--- src/rtl/stage_sequencer_pkg.sv ---
// Shared types for the stage sequencer: state encoding,
// stageEn bit positions and the out-of-pipeline phase codes.
package stage_sequencer_pkg;

  localparam int WAIT_W = 8;

  localparam int B_FETCH  = 0;
  localparam int B_DECODE = 1;
  localparam int B_OPPREP = 2;
  localparam int B_EXEC   = 3;
  localparam int B_MEM    = 4;
  localparam int B_WB     = 5;

  localparam logic [2:0] PH_FAULT = 3'd6;
  localparam logic [2:0] PH_IDLE  = 3'd7;

  // Encoding doubles as the phase code.
  typedef enum logic [2:0] {
    S_FETCH  = 3'd0,
    S_DECODE = 3'd1,
    S_OPPREP = 3'd2,
    S_EXEC   = 3'd3,
    S_MEM    = 3'd4,
    S_WB     = 3'd5,
    S_FAULT  = PH_FAULT,
    S_IDLE   = PH_IDLE
  } state_t;

endpackage

--- src/rtl/stall_timer.sv ---
// Wait-cycle counter for FETCH/MEM; flags the waiting cycle
// that would bring the count up to LIMIT.
module stall_timer
  import stage_sequencer_pkg::*;
#(
  parameter int LIMIT = 15
) (
  input  logic clock,
  input  logic resetN,
  input  logic clear,
  input  logic tick,
  output logic expire
);

  localparam logic [WAIT_W-1:0] LAST = WAIT_W'(LIMIT - 1);

  logic [WAIT_W-1:0] count;

  always_ff @(posedge clock) begin
    if (!resetN) begin
      count <= '0;
    end else if (clear) begin
      count <= '0;
    end else if (tick) begin
      count <= count + 8'd1;
    end
  end

  assign expire = tick && (count == LAST);

endmodule

--- src/rtl/stage_sequencer.sv ---
// Six-stage instruction sequencer with stall timeout.
// Optional perf counters under STAGE_SEQ_PERF_EN.
module stage_sequencer
  import stage_sequencer_pkg::*;
#(
  parameter int STALL_LIMIT = 15,
  parameter int PHASE_W     = 3
) (
  input  logic               clock,
  input  logic               resetN,
  input  logic               start,
  input  logic               halt,
  input  logic               icacheReady,
  input  logic               dcacheReady,
  input  logic               memReadFlag,
  input  logic               memWriteFlag,
  input  logic               regWrite,
  input  logic               faultClear,
  output logic [5:0]         stageEn,
  output logic [PHASE_W-1:0] phase,
  output logic               regWriteEn,
  output logic               pcAdvance,
  output logic               retirePulse,
  output logic               running,
  output logic               timeoutErr
`ifdef STAGE_SEQ_PERF_EN
  ,
  output logic [31:0]        cycleCount,
  output logic [31:0]        retireCount,
  output logic [31:0]        stallCount
`endif
);

  state_t state, state_n;
  logic   memOp, wbOp, haltQ;
  logic   waiting, entering, expire;

  assign waiting = (state == S_FETCH && !icacheReady)
                || (state == S_MEM && memOp && !dcacheReady);

  assign entering = (state_n != state)
                 && (state_n == S_FETCH || state_n == S_MEM);

  stall_timer #(
    .LIMIT (STALL_LIMIT)
  ) u_timer (
    .clock  (clock),
    .resetN (resetN),
    .clear  (entering),
    .tick   (waiting),
    .expire (expire)
  );

  always_ff @(posedge clock) begin
    if (!resetN) begin
      state <= S_IDLE;
      memOp <= 1'b0;
      wbOp  <= 1'b0;
      haltQ <= 1'b0;
    end else begin
      state <= state_n;
      if (state == S_DECODE) begin
        memOp <= memReadFlag | memWriteFlag;
        wbOp  <= regWrite;
      end
      // Idle never latches halt unless start moves us out.
      haltQ <= (state_n != S_IDLE) && (haltQ || halt);
    end
  end

  always_comb begin
    state_n     = state;
    stageEn     = '0;
    regWriteEn  = 1'b0;
    pcAdvance   = 1'b0;
    retirePulse = 1'b0;
    running     = 1'b1;
    timeoutErr  = 1'b0;
    unique case (state)
      S_IDLE: begin
        running = 1'b0;
        if (start) state_n = S_FETCH;
      end
      S_FETCH: begin
        stageEn[B_FETCH] = 1'b1;
        if (icacheReady) state_n = S_DECODE;
        else if (expire) state_n = S_FAULT;
      end
      S_DECODE: begin
        stageEn[B_DECODE] = 1'b1;
        state_n = S_OPPREP;
      end
      S_OPPREP: begin
        stageEn[B_OPPREP] = 1'b1;
        state_n = S_EXEC;
      end
      S_EXEC: begin
        stageEn[B_EXEC] = 1'b1;
        state_n = S_MEM;
      end
      S_MEM: begin
        stageEn[B_MEM] = 1'b1;
        if (!memOp || dcacheReady) state_n = S_WB;
        else if (expire) state_n = S_FAULT;
      end
      S_WB: begin
        stageEn[B_WB] = 1'b1;
        regWriteEn    = wbOp;
        pcAdvance     = 1'b1;
        retirePulse   = 1'b1;
        state_n = (haltQ || halt) ? S_IDLE : S_FETCH;
      end
      S_FAULT: begin
        running    = 1'b0;
        timeoutErr = 1'b1;
        if (faultClear) state_n = S_IDLE;
      end
    endcase
  end

  assign phase = PHASE_W'(state);

`ifdef STAGE_SEQ_PERF_EN
  always_ff @(posedge clock) begin
    if (!resetN) begin
      cycleCount  <= '0;
      retireCount <= '0;
      stallCount  <= '0;
    end else begin
      if (running)     cycleCount  <= cycleCount + 32'd1;
      if (retirePulse) retireCount <= retireCount + 32'd1;
      if (waiting)     stallCount  <= stallCount + 32'd1;
    end
  end
`endif

endmodule

--- config.mk ---
export PLATFORM = sky130hd
export DESIGN_NAME = stage_sequencer
export DESIGN_NICKNAME = d
export VERILOG_FILES = /design/src/rtl/stage_sequencer_pkg.sv /design/src/rtl/stall_timer.sv /design/src/rtl/stage_sequencer.sv
export SDC_FILE = /design/constraint.sdc
export NUM_CORES = 1
export LEC_CHECK = 0
export ABC_AREA = 1
export CAP_MARGIN = 20
export CORE_MARGIN = 10
export CORE_UTILIZATION = 30
export DETAILED_ROUTE_END_ITERATION = 12
export PLACE_DENSITY = 0.62
export SETUP_SLACK_MARGIN = 0.4
export SYNTH_ARGS = -nofsm -noshare
export SYNTH_HDL_FRONTEND = slang
export SYNTH_SLANG_ARGS = --single-unit
--- constraint.sdc ---
create_clock -name clock -period 1.4 [get_ports clock]
set_input_delay 0.28 -clock clock [delete_from_list [all_inputs] [get_ports clock]]
set_output_delay 0.28 -clock clock [all_outputs]
set_load 0.03 [all_outputs]
* Yosys cells after proc, flatten, opt, wreduce, memory -nomap -nowiden *
Index checks and enable logic that the tools add are counted.

cells by class
  $add $sub $neg = 1
  equal/unequal tests = 11
  multiplexer cells = 16
  bitwise operators = 2
  reduce and logical (&&, ||, !) cells = 17

operators with widths
  kind                   count
  $pmux W3 S8            1
  $mux W3                6
  $eq A3 B3 Y1 const B   5
  $mux W1                9
  $add A8 B1 Y8 const B  1
  $eq A8 B4 Y1 const B   1
  $eq A3 B2 Y1 const B   2
  $logic_and A1 B1 Y1    6
  $logic_not A3 Y1       2
  $logic_or A1 B1 Y1     4
  $reduce_or A2 Y1       2
  $eq A3 B1 Y1 const B   1
  $logic_not A1 Y1       3
  $ne A3 B3 Y1           1
  $ne A3 B3 Y1 const B   1
  $not A1 Y1             1
  $or A1 B1 Y1           1

storage, ports and cells
  register bits = 14
  input port bits = 10

* Logic depth before layout (Yosys ltp) *
Gate-level depths: netlist (run 1).

  depth after elaboration = 12
  depth in mapped cells = 12
  gate-level depth less buffers = 11

* Modules after synthesis *
A second synthesis (run 1) with hierarchy kept.

unflattened totals
  cells, all modules = 143
  area, all modules = 885.8 um^2

by module, submodules not included
  module           times used  cells each  area an instance (um^2)  sequential area each (um^2)
  stage_sequencer  1           85          483.0                    120.1
  stall_timer      1           58          402.9                    160.2

* Worst setup path before layout (run 1) *
No wires, ideal clock.

  path kind = register -> register
  start point = register state[1] (netlist: phase[1])
  end point = register u_timer.count[0]
  arrival = 1523 ps
  data required time = 1284 ps
  slack = -239 ps
  stages on the path, launching flop included = 10
  path buffers = 0
  path through = dfxtp_1 -> inv_1 -> nand3_1 -> inv_2 -> nor3_2 -> nand3_2 -> inv_2 -> nand2_2 -> nand2_4 -> nor2_1

on the way
  longest elaborated chain between the ends = 12

ends and longest elaborated chain
  item                                                     line                                           RTL
  start: declaration                                       stage_sequencer.sv:34                          state_t state, state_n;
  start signal: assignment                                 stage_sequencer.sv:61                          state <= state_n;
  $eq A3 B3 Y1                                             stage_sequencer.sv:39, stage_sequencer.sv:79
  $logic_and A1 B1 Y1 (2 in series)                        stage_sequencer.sv:39                          || (state == S_MEM && memOp && !dcacheReady);
  $logic_or A1 B1 Y1                                       stage_sequencer.sv:39
  $logic_and A1 B1 Y1                                      stall_timer.sv:29                              assign expire = tick && (count == LAST);
  $mux W3                                                  stage_sequencer.sv:87, stage_sequencer.sv:104
  $mux W3 (on tied branches)                               stage_sequencer.sv:103, stage_sequencer.sv:86
  $pmux W3 S8                                              stage_sequencer.sv:79                          unique case (state)
  $eq A3 B3 Y1 / $logic_not A3 Y1 (equally long branches)  stage_sequencer.sv:42                          && (state_n == S_FETCH || state_n == S_MEM);
  $logic_or A1 B1 Y1                                       stage_sequencer.sv:42
  $logic_and A1 B1 Y1                                      stage_sequencer.sv:42
  $reduce_or A2 Y1 (no line)                               --
  end signal: assignment                                   stall_timer.sv:25                              count <= count + 8'd1;
  end: declaration                                         stall_timer.sv:17                              logic [WAIT_W-1:0] count;

Parallel ways exist; a longest one is shown, timed or not.
A chain may end at the register's enable or synchronous reset.

* Final worst setup path (run 1) *
Ends and elaborated chain as after synthesis.

==> results of run 1 <==
[what timing repair did]
action / in CTS / in global routing
buffers inserted: 10 / 5
setup endpoints to repair: 28 / 28
pin swaps: 7 / 10
resized for setup: 46 / 24
[per-layer routing]
metal | share of wire, % | vias up
li1 | - | 483
met1 | 39 | 442
met2 | 52 | 26
met3 | 7.6 | 4
met4 | 1.6 | 0
met5 | 0 | -
[Yosys cell counts, drive strengths merged]
cell,count,area share (%)
nand3,9,5.7
nor3,3,2.3
xor2,4,4.0
inv,25,11
ha,2,2.9
nand2,24,13
xnor2,3,3.0
a21oi,2,1.1
o21a,1,0.86
dfxtp,14,32
or2,2,1.4
o21ai,6,3.4
nor2,25,13
buf,3,3.0
nand4,5,3.6
[stage by stage]
step | util [%] | std cells
after floorplan | - | 128
after global placement | 42.11 | 187
after detailed placement | 42.11 | 187
after CTS | 49.35 | 201
after global routing | 53.26 | 206
final | 53.26 | 206
[final cells by class]
type | instances | share of cell area, %
Sequential cell | 14 | 19.76
Multi-Input combinational cell | 86 | 38.26
Inverter | 25 | 7.517
Timing Repair Buffer | 46 | 29.39
Tap cell | 31 | 2.618
Clock buffer | 4 | 2.449
[power by group]
| part | switching (uW) | total, uW | internal [uW] |
|---|---|---|---|
| Combinational | 1070 | 1950 | 879 |
| Clock | 128 | 286 | 158 |
| Sequential | 133 | 621 | 488 |
| Total | 1330 | 2860 | 1530 |
[critical path, cell delays in order (launching register included)]
cell and delay (ps):
dfxtp_4 410, inv_6 60, buf_4 140, nand3_4 90, inv_4 50, nor3_4 200
nand3_2 120, inv_2 90, nand2_2 70, nand2_4 110, nor2_1 50
[placed cells by master (no fill, tap or decap), drive strengths merged]
cell and n:
buf 37, or2 2, xnor2 3, nand2 24, nand4 5, ha 2
xor2 4, clkdlybuf4s50 9, o21ai 6, a21oi 2, dfxtp 14, o21a 1
nor2 25, nand3 9, clkbuf 4, nor3 3, inv 25
[sequential cells by signal (all words and copies together) (netlist names)]
register,flops
haltQ,1
memOp,1
phase,3
u_timer.count,8
wbOp,1
[cells by family (layout without fill, tap and decap cells)]
family                   count (synthesis)  after routing  synth area share [%]
AND/OR/NAND/NOR                         68             68                 38.91
AO/OA/AOI/OAI                            9              9                 5.437
buffers and inverters                   28             75                 13.73
flip-flops                              14             14                 32.05
XOR/XNOR                                 7              7                 7.010
adder cells (fa/ha/maj)                  2              2                 2.861
[worst max-delay path by stage]
stage | endpoint | cells after the start | slack (ps)
2_1_floorplan | u_timer.count[0] | 12 | -0.1
3_3_place_gp | phase[2] | 6 | -190
3_5_place_dp | u_timer.count[0] | 10 | -210
4_1_cts | stageEn[0] | 5 | -60
5_1_grt | u_timer.count[5] | 10 | -170
6_report | u_timer.count[0] | 10 | -100
==> results_dict.tcl, run 1 <==
set metrics [dict create \
    timing.rr.end "u_timer.count[0]" \
    io_buffers 23 \
    rows 19 \
    use_met2_pct 16.29 \
    vias 955 \
    syn_to_final_growth_pct 69.38 \
    grt_pass1_vias 892 \
    slew_headroom_pct 82.46 \
    clock-sinks 14 \
    grt_use_met1_pct 9.433 \
    routed_wl_mm 2.605 \
    postSynthAreaPerCell_um2 6.833 \
    clock_latency_ps 270 \
    gp_congestion 0.8554 \
    regToRegSetupSlack_ps -100 \
    cts-root-buf "clkbuf_4" \
    p_leak_uw 0.0006567 \
    crit_type "reg -> reg" \
    firstDrtPassIters 4 \
    drc_errors 0 \
    final_area_mm2 0.001481 \
    ioPinCount 24 \
    clock.fmax_ghz 0.6680 \
    synth_area_um2 874.6 \
    nNetsFinal 188 \
    cp-end-kind "register" \
    num_antenna_cells 0 \
    p_per_area_mw_per_mm2 1931 \
    grtUsageTotal_pct 8.939 \
    placed_area_mm2 0.001171 \
    maxCapViolCount 0 \
    finalSetupTns_ps -981.2 \
    status "complete, but fails checks" \
    wire_per_inst_um 12.65 \
    finalHoldViolCount 0 \
    ant_nets 0 \
    period_needed_ps 1497 \
    whs_endpoint "wbOp" \
    synth_cells 128 \
    grt_setup_unrepaired "yes" \
    skew_ps 0.4206 \
    min_from "wbOp" \
    antenna_found_initial 0 \
    regArea_um2 292.8 \
    fin_hold_ws_ps 517.7 \
    power_uw 2860 \
    htreeDepth 1 \
    grt_pass1_wl_mm 3.981 \
    cp.required_ps 1570 \
    cts_buffer_depth 2 \
    slew_viol_final 0 \
    tightest_slew_ps 261.1 \
    hp-class "reg -> reg" \
    hold_depth 2 \
    via_per_inst 4.636 \
    cts_inserted_buffers 3 \
    ys_ff_latch 14 \
    peakVddDrop_mv 1.460 \
    worst_ep_arrival_time_ps 1670 \
    violations "setup timing" \
    cts_hold_buf 0 \
    synth_fp_nets 140 \
    fin_ws_ps -97.10 \
    grt-busiest-layer "met2" \
    worst_setup_path_start_kind "register" \
    cts_tree "done" \
    start_util_pct 31.44 \
    yosysSeqAreaShare_pct 32.05 \
    core_mm2 0.002781 \
    reg2regPathDepth 10 \
    r2r-start "phase[1]" \
    clkSlewWorstSetupHoldPaths_ps 80 \
    setup_viol 17 \
    yosysUniqueCellTypes 23 \
    dp_slack_ps -213.5 \
    grt.overflow.total 0 \
    die_w_um 74.00 \
    die_h_um 74.00 \
    dp_hpwl_mm 1.790 \
    die_area_mm2 0.005475 \
    multi_input_area_um2 566.8 \
    met3_usage_pct 3.723 \
    grt_start_max_net_pins 11 \
    layout-drive-gt1-share_pct 48.57 \
    crit_fanout 8 \
    yosysWarnings 0 \
    nFillCells 262 \
    period_share_pct 106.9 \
    cp-startpoint "phase[1]" \
    drtIter0Drc 50 \
]
No activity file was read; power rests on OpenSTA's default activity.
==> run 2, diff against run 1 <==
--- a/config.mk
+++ b/config.mk
@@ -6,11 +6,11 @@
 export NUM_CORES = 1
 export LEC_CHECK = 0
 export ABC_AREA = 1
-export CAP_MARGIN = 20
 export CORE_MARGIN = 10
 export CORE_UTILIZATION = 30
 export DETAILED_ROUTE_END_ITERATION = 12
 export PLACE_DENSITY = 0.62
+export REMOVE_ABC_BUFFERS = 1
 export SETUP_SLACK_MARGIN = 0.4
 export SYNTH_ARGS = -nofsm -noshare
 export SYNTH_HDL_FRONTEND = slang
==> run 2 against run 1 <==
Net effect: the run still ends with setup timing left; critical path depth decreased by 4; clock power increased by 3%; fmax increased by 0.21%; flip-flop and latch count unchanged; worst hold slack improved by 3.6 ps; total power increased by 4.8%; setup slack improved by 3.1 ps; global-route usage increased by 0.73 points; non-clock buffer count increased by 4; wire length increased by 4.4%; cell area increased by 8.2%; critical path type is now reg -> out; critical endpoint is now running; largest power group unchanged; highest routed layer unchanged.
==> results_dict.tcl, run 2 (synthesis gave the netlist of run 1 again) <==
set metrics [dict create \
    finalHoldViolCount 0 \
    violations "setup timing" \
    fin_ws_ps -93.99 \
    die_h_um 74.00 \
    vias 964 \
    start_util_pct 31.44 \
    layout-drive-gt1-share_pct 55.31 \
    gp_congestion 0.9012 \
    die_w_um 74.00 \
    crit_type "reg -> out" \
    grtUsageTotal_pct 9.668 \
    final_common_cell "buf_6" \
    wire_per_inst_um 12.95 \
    pwr-share-seq_pct 20.8 \
    clock-sinks 14 \
    antenna_found_initial 0 \
    intPower_uw 1617 \
    grt_start_max_net_pins 9 \
    maxCapViolCount 0 \
    path_cells "inv_6, nor2_4, nand2_2, nand2_1, inv_1, buf_6" \
    routed_wl_mm 2.720 \
    via_per_inst 4.590 \
    grt.overflow.total 0 \
    clock_latency_ps 290 \
    ant_nets 0 \
    largest_register_ffs 8 \
    status "complete, but fails checks" \
    clkSlewWorstSetupHoldPaths_ps 90 \
    cts_buffer_depth 2 \
    hp-class "reg -> reg" \
    crit_fanout 4 \
    die_area_mm2 0.005475 \
    slew_viol_final 0 \
    clock.fmax_ghz 0.6693 \
    skew_ps 9.359 \
    slew_headroom_pct 80.57 \
    p_sw_share_pct 46.05 \
    io_buffers 23 \
    period_needed_ps 1494 \
    firstDrtPassIters 4 \
    final_util_pct 57.62 \
    drc_errors 0 \
    p_per_area_mw_per_mm2 1870 \
    final_cell_mix "21 x buf_6, 19 x buf_4, 16 x inv_1" \
    crit_family "flip-flops" \
    regMostFlops "u_timer.count" \
    cp-end-kind "output pin" \
    critPathMaxStageDelay_ps 400 \
    cp.required_ps 1120 \
    cts_inserted_buffers 3 \
    grt_pass1_vias 998 \
    dp.cells 192 \
    grt_pass1_wl_mm 4.381 \
    rows 19 \
    grt_setup_unrepaired "yes" \
    critPathBufInv 3 \
    tightest_slew_ps 289.3 \
    p_leak_uw 0.0007479 \
    cts_tree "done" \
    worst_ep_arrival_time_ps 1210 \
    period_share_pct 106.7 \
    ioPinCount 24 \
    final_cells 210 \
    p_comb_share_pct 69.3 \
    cts_hold_buf 0 \
    dp_hpwl_mm 1.861 \
    cts-root-buf "clkbuf_4" \
    pwr-share-clk_pct 9.9 \
    fin_hold_ws_ps 521.3 \
    power_switching_uw 1380 \
    cp_slowest_cell "dfxtp_4" \
    worst_setup_path_start_kind "register" \
    syn_to_final_growth_pct 83.26 \
    nNetsFinal 192 \
    peakVddDrop_mv 2.109 \
    drtIter0Drc 25 \
    core_mm2 0.002781 \
    setup_viol 19 \
    htreeDepth 1 \
    num_antenna_cells 0 \
]
==> run 2: changes by cell type in the layout (fill, tap and decap cells not counted), moves of 2 or more <==
cell	change
buf_6	+3
inv_1	+2
inv_4	-2
nand2_1	-2
nand2_4	+2
nand3_2	+2
nand3_4	-2
nor2_1	-7
nor2_2	+4
nor2_4	+3
xnor2_1	-2
xnor2_2	+2
==> run 2: power groups by stage <==
stage	combinational (uW)	sequential, uW	clock, uW
after floorplan	746	633	0
after global placement	1360	561	0
after detailed placement	1370	559	0
after CTS	1830	606	292
after global routing	2210	633	320
final	2080	623	296
==> run 2: worst reg2reg max path, stage by stage, from the launching register on <==
cell and delay (ps):
dfxtp_4 380, inv_6 80, nand3_4 100, buf_6 140, nor2_4 130, nor2_2 60, nand3_1 60, nand2_1 80
nand2_2 80, nand2_4 70, nand2_8 110, nor2_2 50
==> run 2: worst paths after layout <==
kind,from,to,slack [ps],depth (start not counted)
max,phase[1],running,-90,6
min,wbOp,wbOp,520,2
max reg2reg,phase[1],u_timer.count[4],-50,11
min reg2reg,wbOp,wbOp,520,2
==> run 2: final cells by class <==
type | count | area, um^2
clock buffers | 4 | 36.28
fillers | 253 | 1179
inverters | 25 | 106.4
multi-input cells | 86 | 639.4
flip-flops and latches | 14 | 292.8
well taps | 31 | 38.79
repair buffers | 50 | 489.2
==> run 2: repair_timing <==
| action | in CTS | in global routing |
|---|---|---|
| gates resized for setup | 47 | 33 |
| endpoints found under the setup margin | 28 | 28 |
| setup buffers | 11 | 3 |
| pin swaps | 15 | 17 |
==> run 2: stage by stage <==
step | area (um^2) | TNS, ps | power, uW | setup WS [ps]
global route | 1603 | -2088 | 3168 | -139.2
finish | 1603 | -942.3 | 2997 | -93.99
detailed placement | 1192 | -2228 | 1925 | -219.9
CTS | 1459 | -317.2 | 2731 | -52.19
floorplan | 848.3 | -3907 | 1378 | -305.7
global placement | 1192 | -1968 | 1917 | -190.6
==> run 2: layer usage <==
| metal | up-vias | routed length, um | global-route usage (%) |
|---|---|---|---|
| li1 | 489 | - | - |
| met1 | 443 | 1033 | 10.05 |
| met2 | 26 | 1452 | 18.66 |
| met3 | 6 | 169 | 1.729 |
| met4 | 0 | 64 | 3.520 |
| met5 | - | 0 | 0 |
==> run 3, diff against run 2 <==
--- a/config.mk
+++ b/config.mk
@@ -15,3 +15,4 @@
 export SYNTH_ARGS = -nofsm -noshare
 export SYNTH_HDL_FRONTEND = slang
 export SYNTH_SLANG_ARGS = --single-unit
+export TNS_END_PERCENT = 100
==> results of run 3 <==
The final DEF is identical to that of run 2; final timing and power are the same.
